===== src/rtl/value_writer.sv =====
// value_writer: per-channel value FIFOs drained round-robin into a single
// registered RAM write port. Each channel fills its own contiguous RAM region
// (base + chan_len words) and raises a sticky done flag when that region is full.
// Optional: define VALUE_WRITER_OVERFLOW_EN to build sticky push-while-full flags;
// without it the overflow outputs are tied low.

// Per-channel lane: FIFO storage, region address/count tracking, done/overflow.
module value_writer_lane #(
  parameter int                   val_bits       = 8,
  parameter int                   addr_bits      = 13,
  parameter int                   fifo_depth_log = 4,
  parameter int                   chan_len       = 1024,
  parameter logic [addr_bits-1:0] base           = '0
) (
  input  logic                 clk,
  input  logic                 rst,
  input  logic                 write,
  input  logic [val_bits-1:0]  in,
  input  logic                 pop,
  output logic                 full,
  output logic                 req,
  output logic [val_bits-1:0]  head,
  output logic [addr_bits-1:0] addr,
  output logic                 done,
  output logic                 overflow
);
  localparam int depth = 1 << fifo_depth_log;

  logic [val_bits-1:0]       mem [depth];
  logic [fifo_depth_log-1:0] wr_ptr, rd_ptr;
  logic [fifo_depth_log:0]   count;
  logic [addr_bits:0]        cnt;
  logic                      push;

  // A push against a full FIFO is dropped even if the same edge pops it.
  assign push = write && !full;
  assign full = (count == (fifo_depth_log+1)'(depth));
  assign req  = (count != '0) && !done;
  assign head = mem[rd_ptr];

  // FIFO storage; contents are don't-care until counted in.
  always_ff @(posedge clk) begin
    if (rst && push) mem[wr_ptr] <= in;
  end

  // FIFO pointers and occupancy; simultaneous push/pop leaves count unchanged.
  always_ff @(posedge clk) begin
    if (!rst) begin
      wr_ptr <= '0;
      rd_ptr <= '0;
      count  <= '0;
    end else begin
      if (push) wr_ptr <= wr_ptr + 1'b1;
      if (pop)  rd_ptr <= rd_ptr + 1'b1;
      case ({push, pop})
        2'b10:   count <= count + 1'b1;
        2'b01:   count <= count - 1'b1;
        default: ;
      endcase
    end
  end

  // Region tracking: next RAM address (wraps), words written, completion.
  always_ff @(posedge clk) begin
    if (!rst) begin
      addr <= base;
      cnt  <= '0;
      done <= 1'b0;
    end else if (pop) begin
      addr <= addr + 1'b1;
      cnt  <= cnt + 1'b1;
      if (cnt == (addr_bits+1)'(chan_len - 1)) done <= 1'b1;
    end
  end

`ifdef VALUE_WRITER_OVERFLOW_EN
  // Sticky record of any push attempted while full.
  always_ff @(posedge clk) begin
    if (!rst)              overflow <= 1'b0;
    else if (write && full) overflow <= 1'b1;
  end
`else
  assign overflow = 1'b0;
`endif

endmodule

module value_writer #(
  parameter int                               channel_num     = 8,
  parameter int                               channel_num_log = 3,
  parameter int                               val_bits        = 8,
  parameter int                               addr_bits       = 13,
  parameter int                               fifo_depth_log  = 4,
  parameter logic [channel_num*addr_bits-1:0] base_addr       = {8{13'd0}},
  parameter int                               chan_len        = 1024
) (
  input  logic                            clk,
  input  logic                            rst,
  input  logic [channel_num-1:0]          write,
  input  logic [val_bits*channel_num-1:0] in,
  output logic [channel_num-1:0]          full,
  output logic                            ram_we,
  output logic [addr_bits-1:0]            ram_addr,
  output logic [val_bits-1:0]             ram_din,
  output logic [channel_num-1:0]          done,
  output logic                            all_done,
  output logic [channel_num-1:0]          overflow
);
  logic [channel_num-1:0]                req, grant;
  logic [channel_num-1:0][val_bits-1:0]  head;
  logic [channel_num-1:0][addr_bits-1:0] addr;
  logic [channel_num_log-1:0]            ptr, gidx, scan;
  logic                                  gvld;

  genvar i;
  generate
    for (i = 0; i < channel_num; i++) begin : g_lane
      value_writer_lane #(
        .val_bits       (val_bits),
        .addr_bits      (addr_bits),
        .fifo_depth_log (fifo_depth_log),
        .chan_len       (chan_len),
        .base           (base_addr[i*addr_bits +: addr_bits])
      ) u_lane (
        .clk      (clk),
        .rst      (rst),
        .write    (write[i]),
        .in       (in[i*val_bits +: val_bits]),
        .pop      (grant[i]),
        .full     (full[i]),
        .req      (req[i]),
        .head     (head[i]),
        .addr     (addr[i]),
        .done     (done[i]),
        .overflow (overflow[i])
      );
    end
  endgenerate

  // Round-robin pick: first requesting channel at or after ptr, modulo channel_num.
  always_comb begin
    gvld = 1'b0;
    gidx = ptr;
    scan = '0;
    for (int k = 0; k < channel_num; k++) begin
      scan = ptr + channel_num_log'(k);
      if (!gvld && req[scan]) begin
        gvld = 1'b1;
        gidx = scan;
      end
    end
  end

  assign grant    = gvld ? ({{(channel_num-1){1'b0}}, 1'b1} << gidx) : '0;
  assign all_done = &done;

  // Registered RAM port and arbiter pointer; address/data hold when idle.
  always_ff @(posedge clk) begin
    if (!rst) begin
      ram_we   <= 1'b0;
      ram_addr <= '0;
      ram_din  <= '0;
      ptr      <= '0;
    end else begin
      ram_we <= gvld;
      if (gvld) begin
        ram_addr <= addr[gidx];
        ram_din  <= head[gidx];
        ptr      <= gidx + 1'b1;
      end
    end
  end

endmodule


===== config.mk =====
export PLATFORM = sky130hd
export DESIGN_NAME = value_writer
export DESIGN_NICKNAME = d
export VERILOG_FILES = /design/src/rtl/value_writer.sv
export SDC_FILE = /design/constraint.sdc
export NUM_CORES = 2
export LEC_CHECK = 0
export CORE_ASPECT_RATIO = 1.2
export CORE_MARGIN = 10
export CORE_UTILIZATION = 55
export CTS_CLUSTER_DIAMETER = 100
export CTS_CLUSTER_SIZE = 10
export DETAILED_ROUTE_END_ITERATION = 12
export PLACE_DENSITY = 0.72
export SLEW_MARGIN = 20
export SYNTH_ARGS = -nofsm -noshare
export SYNTH_HDL_FRONTEND = slang
export SYNTH_HIERARCHICAL = 1
export SYNTH_SLANG_ARGS = --single-unit

===== constraint.sdc =====
create_clock -name clk -period 6.94 [get_ports clk]
set_input_delay 1.735 -clock clk [delete_from_list [all_inputs] [get_ports clk]]
set_output_delay 1.735 -clock clk [all_outputs]
set_load 0.03 [all_outputs]

== After elaboration in Yosys (flattened, before gate mapping) ==
Memories as Yosys holds them, arrays and structs flattened. A register that Yosys moved wholly into a read port is not among the register bits.
Index checks and enable logic that the tools add are counted.

* Equal/unequal tests: 32
* Mux-type cells: 76
* Magnitude comparators: 9
* Shifts and indexed selects: 1
* Reduce and logical (&&, ||, !) cells: 79
* $add $sub $neg: 56

{| class="wikitable"
|+ Operators with widths
! operator !! count
|-
| adder 14 x 1 -> 14 bit (second input constant) || 8
|-
| == test 14 x 10 -> 1 bit (second input constant) || 8
|-
| adder 13 x 1 -> 13 bit (second input constant) || 8
|-
| case mux 5 bit (2 select lines) || 8
|-
| adder 4 x 1 -> 4 bit (second input constant) || 16
|-
| 2-to-1 mux 4 bit || 16
|-
| adder 5 x 1 -> 5 bit (second input constant) || 8
|-
| == test 5 bit (second input constant) || 8
|-
| nonzero test 5 bit || 8
|-
| subtractor 5 x 1 -> 5 bit (second input constant) || 8
|-
| binary-select mux 13 bit (select 3 bit) || 1
|-
| less-than comparator 3 x 4 -> 1 bit (second input constant) || 9
|-
| 2-to-1 mux 1 bit || 32
|-
| logical AND 1 bit || 31
|-
| binary-select mux 1 bit (select 3 bit) || 8
|-
| binary-select mux 8 bit (select 3 bit) || 1
|-
| logical NOT 1 bit || 23
|-
| 2-to-1 mux 3 bit || 7
|-
| == test 2 x 1 -> 1 bit (second input constant) || 8
|-
| == test 2 bit (second input constant) || 8
|-
| 2-to-1 mux 8 bit || 2
|-
| AND reduction 2 bit || 8
|-
| nonzero test 2 bit || 8
|-
| 2-to-1 mux 13 bit || 1
|-
| 5 further kinds || 10
|}

* Bits of input ports: 74
* Register bits: 353
* Memories: 8
* Logic and storage cells: 313
* Memory bits (writable): 1024

{| class="wikitable"
|+ Memory list
! name !! depth !! width !! rd ports !! clocked after memory_dff !! write ports !! RTL line !! text
|-
| g_lane[0].u_lane.mem || 16 || 8 || 1 || 1 || 1 || 29 || <nowiki>logic [val_bits-1:0] mem [depth];</nowiki>
|-
| g_lane[1].u_lane.mem || 16 || 8 || 1 || 1 || 1 || 29 ||
|-
| g_lane[2].u_lane.mem || 16 || 8 || 1 || 1 || 1 || 29 ||
|-
| g_lane[3].u_lane.mem || 16 || 8 || 1 || 1 || 1 || 29 ||
|-
| g_lane[4].u_lane.mem || 16 || 8 || 1 || 1 || 1 || 29 ||
|-
| g_lane[5].u_lane.mem || 16 || 8 || 1 || 1 || 1 || 29 ||
|-
| +2 memories || - || - || - || - || - || - ||
|}

== Longest topological paths before layout ==
* Depth after elaboration: 30
* Mapped depth: 25

== By module ==
The synthesis kept the hierarchy.

{| class="wikitable"
|+ Modules (own cells, without submodules)
! module !! times used !! cells an instance !! area each (µm²) !! seq. area each (µm²)
|-
| value_writer_lane (g_lane[2].u_lane ...) || 5 || 449 || 7034.2 || 4744.6
|-
| value_writer_lane (g_lane[0].u_lane ...) || 2 || 448 || 6929.1 || 4744.6
|-
| value_writer_lane (g_lane[7].u_lane) || 1 || 449 || 6962.9 || 4744.6
|-
| value_writer || 1 || 430 || 3846.2 || 500.5
|}

== Worst setup path before layout ==
Ideal clock, no wire load.

* Kind: register -> register
* From: reg ptr[1]
* To: reg g_lane[1].u_lane.count[4]
* Data required time: 6.868 ns
* Clock period less this slack: 5.344 ns
* Cell stages (with the launch flop): 24
* Path slack: 1.596 ns
* Library setup time: 0.072 ns
* Arrival time: 5.272 ns
* Cells stage by stage: dfxtp_1 > buf_2 > buf_2 > inv_1 > ha_1 > buf_6 > mux2_1 > mux4_2 > o2bb2ai_2 > nand2_1 > nor2_1 > a32oi_4 > nor2_8 > buf_6 > buf_4 > nand2_1 > nor3_1 > ha_1 > inv_1 > fa_1 > nand2b_1 > a21oi_1 > mux2i_1 > mux2i_1

* Longest elaborated chain between the ends: 28
* Elaborated cells on any way between the ends: 58

{| class="wikitable"
|+ Ends and longest elaborated chain
! item !! RTL line !! text
|-
| start, declared || 112 || <nowiki>logic [channel_num_log-1:0] ptr, gidx, scan;</nowiki>
|-
| start signal, assigned || 169 || <nowiki>ptr <= gidx + 1'b1;</nowiki>
|-
| branches (longest 25 deep; another with adder 3 x 1 -> 3 bit) || - ||
|-
| 2-to-1 mux 8 bit * || 154 || <nowiki>assign grant = gvld ? ({{(channel_num-1){1'b0}}, 1'b1} << gidx) : '0;</nowiki>
|-
| via grant[1] || 109 || <nowiki>logic [channel_num-1:0] req, grant;</nowiki>
|-
| == test 2 x 1 -> 1 bit or == test 2 bit (tied branches) || 55 || <nowiki>case ({push, pop})</nowiki>
|-
| case mux 5 bit (2 select lines) or nonzero test 2 bit (tied branches) || - ||
|-
| end signal, assigned || 56 || <nowiki>2'b10: count <= count + 1'b1;</nowiki>
|-
| end signal, assigned || 57 || <nowiki>2'b01: count <= count - 1'b1;</nowiki>
|-
| end, declared || 31 || <nowiki>logic [fifo_depth_log:0] count;</nowiki>
|}

Mark *: on every way through the listed nets, which the timed path passes. The select of a mux whose other input is x is not followed.
A chain may end at the register's enable or synchronous reset.

== Final worst setup path ==
* From: reg ptr[1]
* To: reg g_lane[2].u_lane.count[4]

* Longest elaborated chain between the ends: 28
* Elaborated cells on any way between the ends: 58

{| class="wikitable"
|+ Ends and longest elaborated chain
! item !! RTL line
|-
| branches (longest 25 deep; another with adder 3 x 1 -> 3 bit) || -
|-
| 2-to-1 mux 8 bit * || 154
|-
| via grant[2] || 109
|-
| == test 2 x 1 -> 1 bit or == test 2 bit (tied branches) || 55
|-
| case mux 5 bit (2 select lines) or nonzero test 2 bit (tied branches) || -
|-
| end signal, assigned || 56
|-
| end signal, assigned || 57
|-
| end, declared || 31
|}

Marks and branches as above.

==> impl_metrics.ini <==
[floorplan]
die_h_um = 381.3
start_util = 0.5540
rows = 132
design.die.area_mm2 = 0.1224
ioPinCount = 121
core_mm2 = 0.1080
die_x_um = 321.1

[setup_path]
cp-startpoint = ptr[1]$_SDFFE_PN0P_
crit_arrival_ns = 7.08
critPathMaxFanout = 29
crit_type = reg -> reg
cp-end-kind = register
crit_required_ns = 7.64
r2r-start = ptr[1]$_SDFFE_PN0P_
startpoint_type = register

[cells_and_area]
syn2layout_area_growth_pct = 11.54
drive_gt1_frac = 0.1461
fillers = 8033
post-route-util = 0.6179
final_cells = 5664
nets = 4309
final_area_mm2 = 0.06674
antenna_cells = 0

[placed_design]
post_dp_cell_area_mm2 = 0.06212
port_buffers = 112
place.gp.congestion = 0.8402
place_inst = 5383
dp_hpwl_um = 83500

[cts]
clk_latency_ns = 0.78
post_cts_resize_count = 0
cts_setup_buffers = 0
cts-root-buf = clkbuf_16
numClockSinks = 1409
cts_max_level = 4
clockBufferDepth = 3
path_clk_slew_ns = 0.06
cts_tree = done
numCtsBuffers = 158
holdBufCountCts = 0

[power_and_ir_drop]
internal-power_w = 0.01680
power_frac_comb = 0.321
ir_drop_v = 0.0006282
powerDensity_mw_per_mm2 = 377.2
power_frac_seq = 0.379
switching_power_w = 0.008378
p_sw_frac = 0.3328
pwr-share-clk = 0.300
leakagePower_nw = 22.18
finalPower_w = 0.02517

[hold_path]
min_from = g_lane[5].u_lane/count[4]$_SDFFE_PN0P_
hp-class = reg -> reg

[timing]
tightest_slew_ns = 1.031
setup_tns_ns = 0
skew_ns = 0.02569
relSlewSlack = 0.3088
rsz0062_at_grt = no
hold_violations = 0
max_freq_mhz = 156.6
drv_slew = 0
period_minus_slack_ns = 6.384
post-route-period-util = 0.9199
setup_viol = 0

[synth]
yosys.area.top_type_share = 0.5139
synth.area.top_cells = edfxtp_1 51%, dfxtp_1 13%, mux4_2 10%
synth.net_count = 4193
yosysMostFrequentCell = edfxtp_1
netlist_area_mm2 = 0.05984
avgSynthCellArea_um2 = 14.89
synth_async_sr_flop_share = 0
synth-seq-area-share = 0.6427
ys_warn_count = 6
syn_inst = 4020
ys_types = 80
yosys.area.top_type = edfxtp_1
synthTopCellsByCount = 1024 x edfxtp_1, 385 x dfxtp_1, 300 x nor2_1
ys_seq_elements = 1409
ys.flop_type = edfxtp_1
synth-edff-count = 1024

[detailed_routing]
wire_per_inst_um = 22.46
ant_nets = 0
num_vias = 33550
drcViolationCount = 0
drt_iter0_markers = 2691
wl_um = 127200
firstDrtPassIters = 6
drt-vias-per-instance = 5.923

[global_routing]
antenna_found_initial = 2
grt_max_degree = 91
grt_pass1_vias = 33880
grt-ovfl-total = 0
grt_util_all_layers = 0.2069
grt_first_pass_wirelength_um = 197300

[run]
maxCapViolCount = 0

[run_status]
status = completed
-- layout by cell type (no fill, tap or decap), types with 21 or more instances in the layout --
| master | instances |
|---|---|
| nor3_1 | 36 |
| nand3_1 | 112 |
| and2_1 | 162 |
| dfxtp_1 | 376 |
| clkbuf_16 | 162 |
| a21oi_1 | 47 |
| xor2_1 | 86 |
| ha_1 | 91 |
| buf_4 | 37 |
| mux2_2 | 22 |
| nor2b_1 | 42 |
| or3_1 | 24 |
| xnor2_1 | 139 |
| clkbuf_1 | 108 |
| and3_1 | 26 |
| o21ai_0 | 61 |
| nor4_1 | 37 |
| mux2i_1 | 112 |
| edfxtp_1 | 1024 |
| nand2_1 | 229 |
| and4_1 | 21 |
| o211ai_2 | 26 |
| nand2b_1 | 24 |
| nand4_1 | 115 |
| mux4_2 | 267 |
| inv_1 | 87 |
| clkdlybuf4s50_1 | 111 |
| nor2_1 | 297 |
| a22oi_1 | 129 |
-- routing by layer --
metal / part of all wire / global-route usage / vias up
li1: - / - / 15530
met1: 0.41 / 0.2697 / 16930
met2: 0.51 / 0.3505 / 895
met3: 0.059 / 0.03952 / 193
met4: 0.023 / 0.06061 / 2
met5: 0.000094 / 0 / -
-- logic make-up after synthesis --
kind of cell    share of synthesized area
xor+xnor                          0.03293
fa+ha+maj                         0.02170
simple gates                       0.1049
mux                                0.1296
flops                              0.6427
buf+inv                           0.02108
compound gates                    0.04657
other cells                     0.0005018
-- per-stage QoR --
| step | setup slack, ns | hold slack (ns) |
|---|---|---|
| after detailed placement | 0.5904 | 0.4803 |
| after global routing | 0.01440 | 0.5018 |
| after global placement | 0.8207 | 0.4695 |
| after floorplan | 1.596 | 0.4578 |
| final | 0.5560 | 0.4875 |
| after CTS | 0.5535 | 0.4885 |
-- sequential cells by signal, indices dropped and copies added (netlist names), named ones only --
| register | count |
|---|---|
| g_lane.u_lane/addr | 104 |
| g_lane.u_lane/rd_ptr | 32 |
| ram_addr | 13 |
| g_lane.u_lane/done | 8 |
| g_lane.u_lane/cnt | 112 |
| g_lane.u_lane/wr_ptr | 32 |
| g_lane.u_lane/count | 40 |
| ptr | 3 |
| ram_we | 1 |
| g_lane.u_lane/mem | 1024 |
| ram_din | 8 |
-- power by group through the flow --
| stage | logic, W | clock network [W] | registers [W] |
|---|---|---|---|
| floorplan | 0.00616 | 0 | 0.00969 |
| global placement | 0.00795 | 0 | 0.00970 |
| detailed placement | 0.00804 | 0 | 0.00972 |
| CTS | 0.00809 | 0.00770 | 0.00954 |
| global route | 0.00875 | 0.00805 | 0.00958 |
| finish | 0.00807 | 0.00755 | 0.00955 |
-- critical path: stages, from the launching register on --
cell	delay [ns]
dfxtp_1	0.31
buf_4	0.25
inv_1	0.13
ha_1	0.66
mux2_1	0.40
mux4_2	0.56
a22o_1	0.30
a41oi_1	0.31
nand3_2	0.41
nand2_4	0.50
o21ai_0	0.43
nor2_2	0.20
buf_4	0.28
ha_1	0.30
inv_1	0.10
fa_1	0.40
nand2b_1	0.16
a21oi_1	0.15
mux2i_1	0.23
mux2i_1	0.19
-- cell type report --
cell class	instances	area, um2	area share
Timing Repair Buffer	149	1404	0.02103
Clock buffer	270	4459	0.06681
Multi-Input combinational cell	2330	20160	0.3021
Clock inverter	11	160.2	0.002400
Tap cell	1407	1760	0.02638
Inverter	88	330.3	0.004949
Sequential cell	1409	38470	0.5764
-- path summary, 6_finish.rpt --
| check | cells past startpoint | slack [ns] | endpoint |
|---|---|---|---|
| max | 19 | 0.56 | g_lane[2].u_lane/count[4]$_SDFFE_PN0P_ |
| min | 2 | 0.49 | g_lane[5].u_lane/count[4]$_SDFFE_PN0P_ |
| max reg2reg | 19 | 0.56 | g_lane[2].u_lane/count[4]$_SDFFE_PN0P_ |
| min reg2reg | 2 | 0.49 | g_lane[5].u_lane/count[4]$_SDFFE_PN0P_ |
No activity file was read; power rests on OpenSTA's default activity.
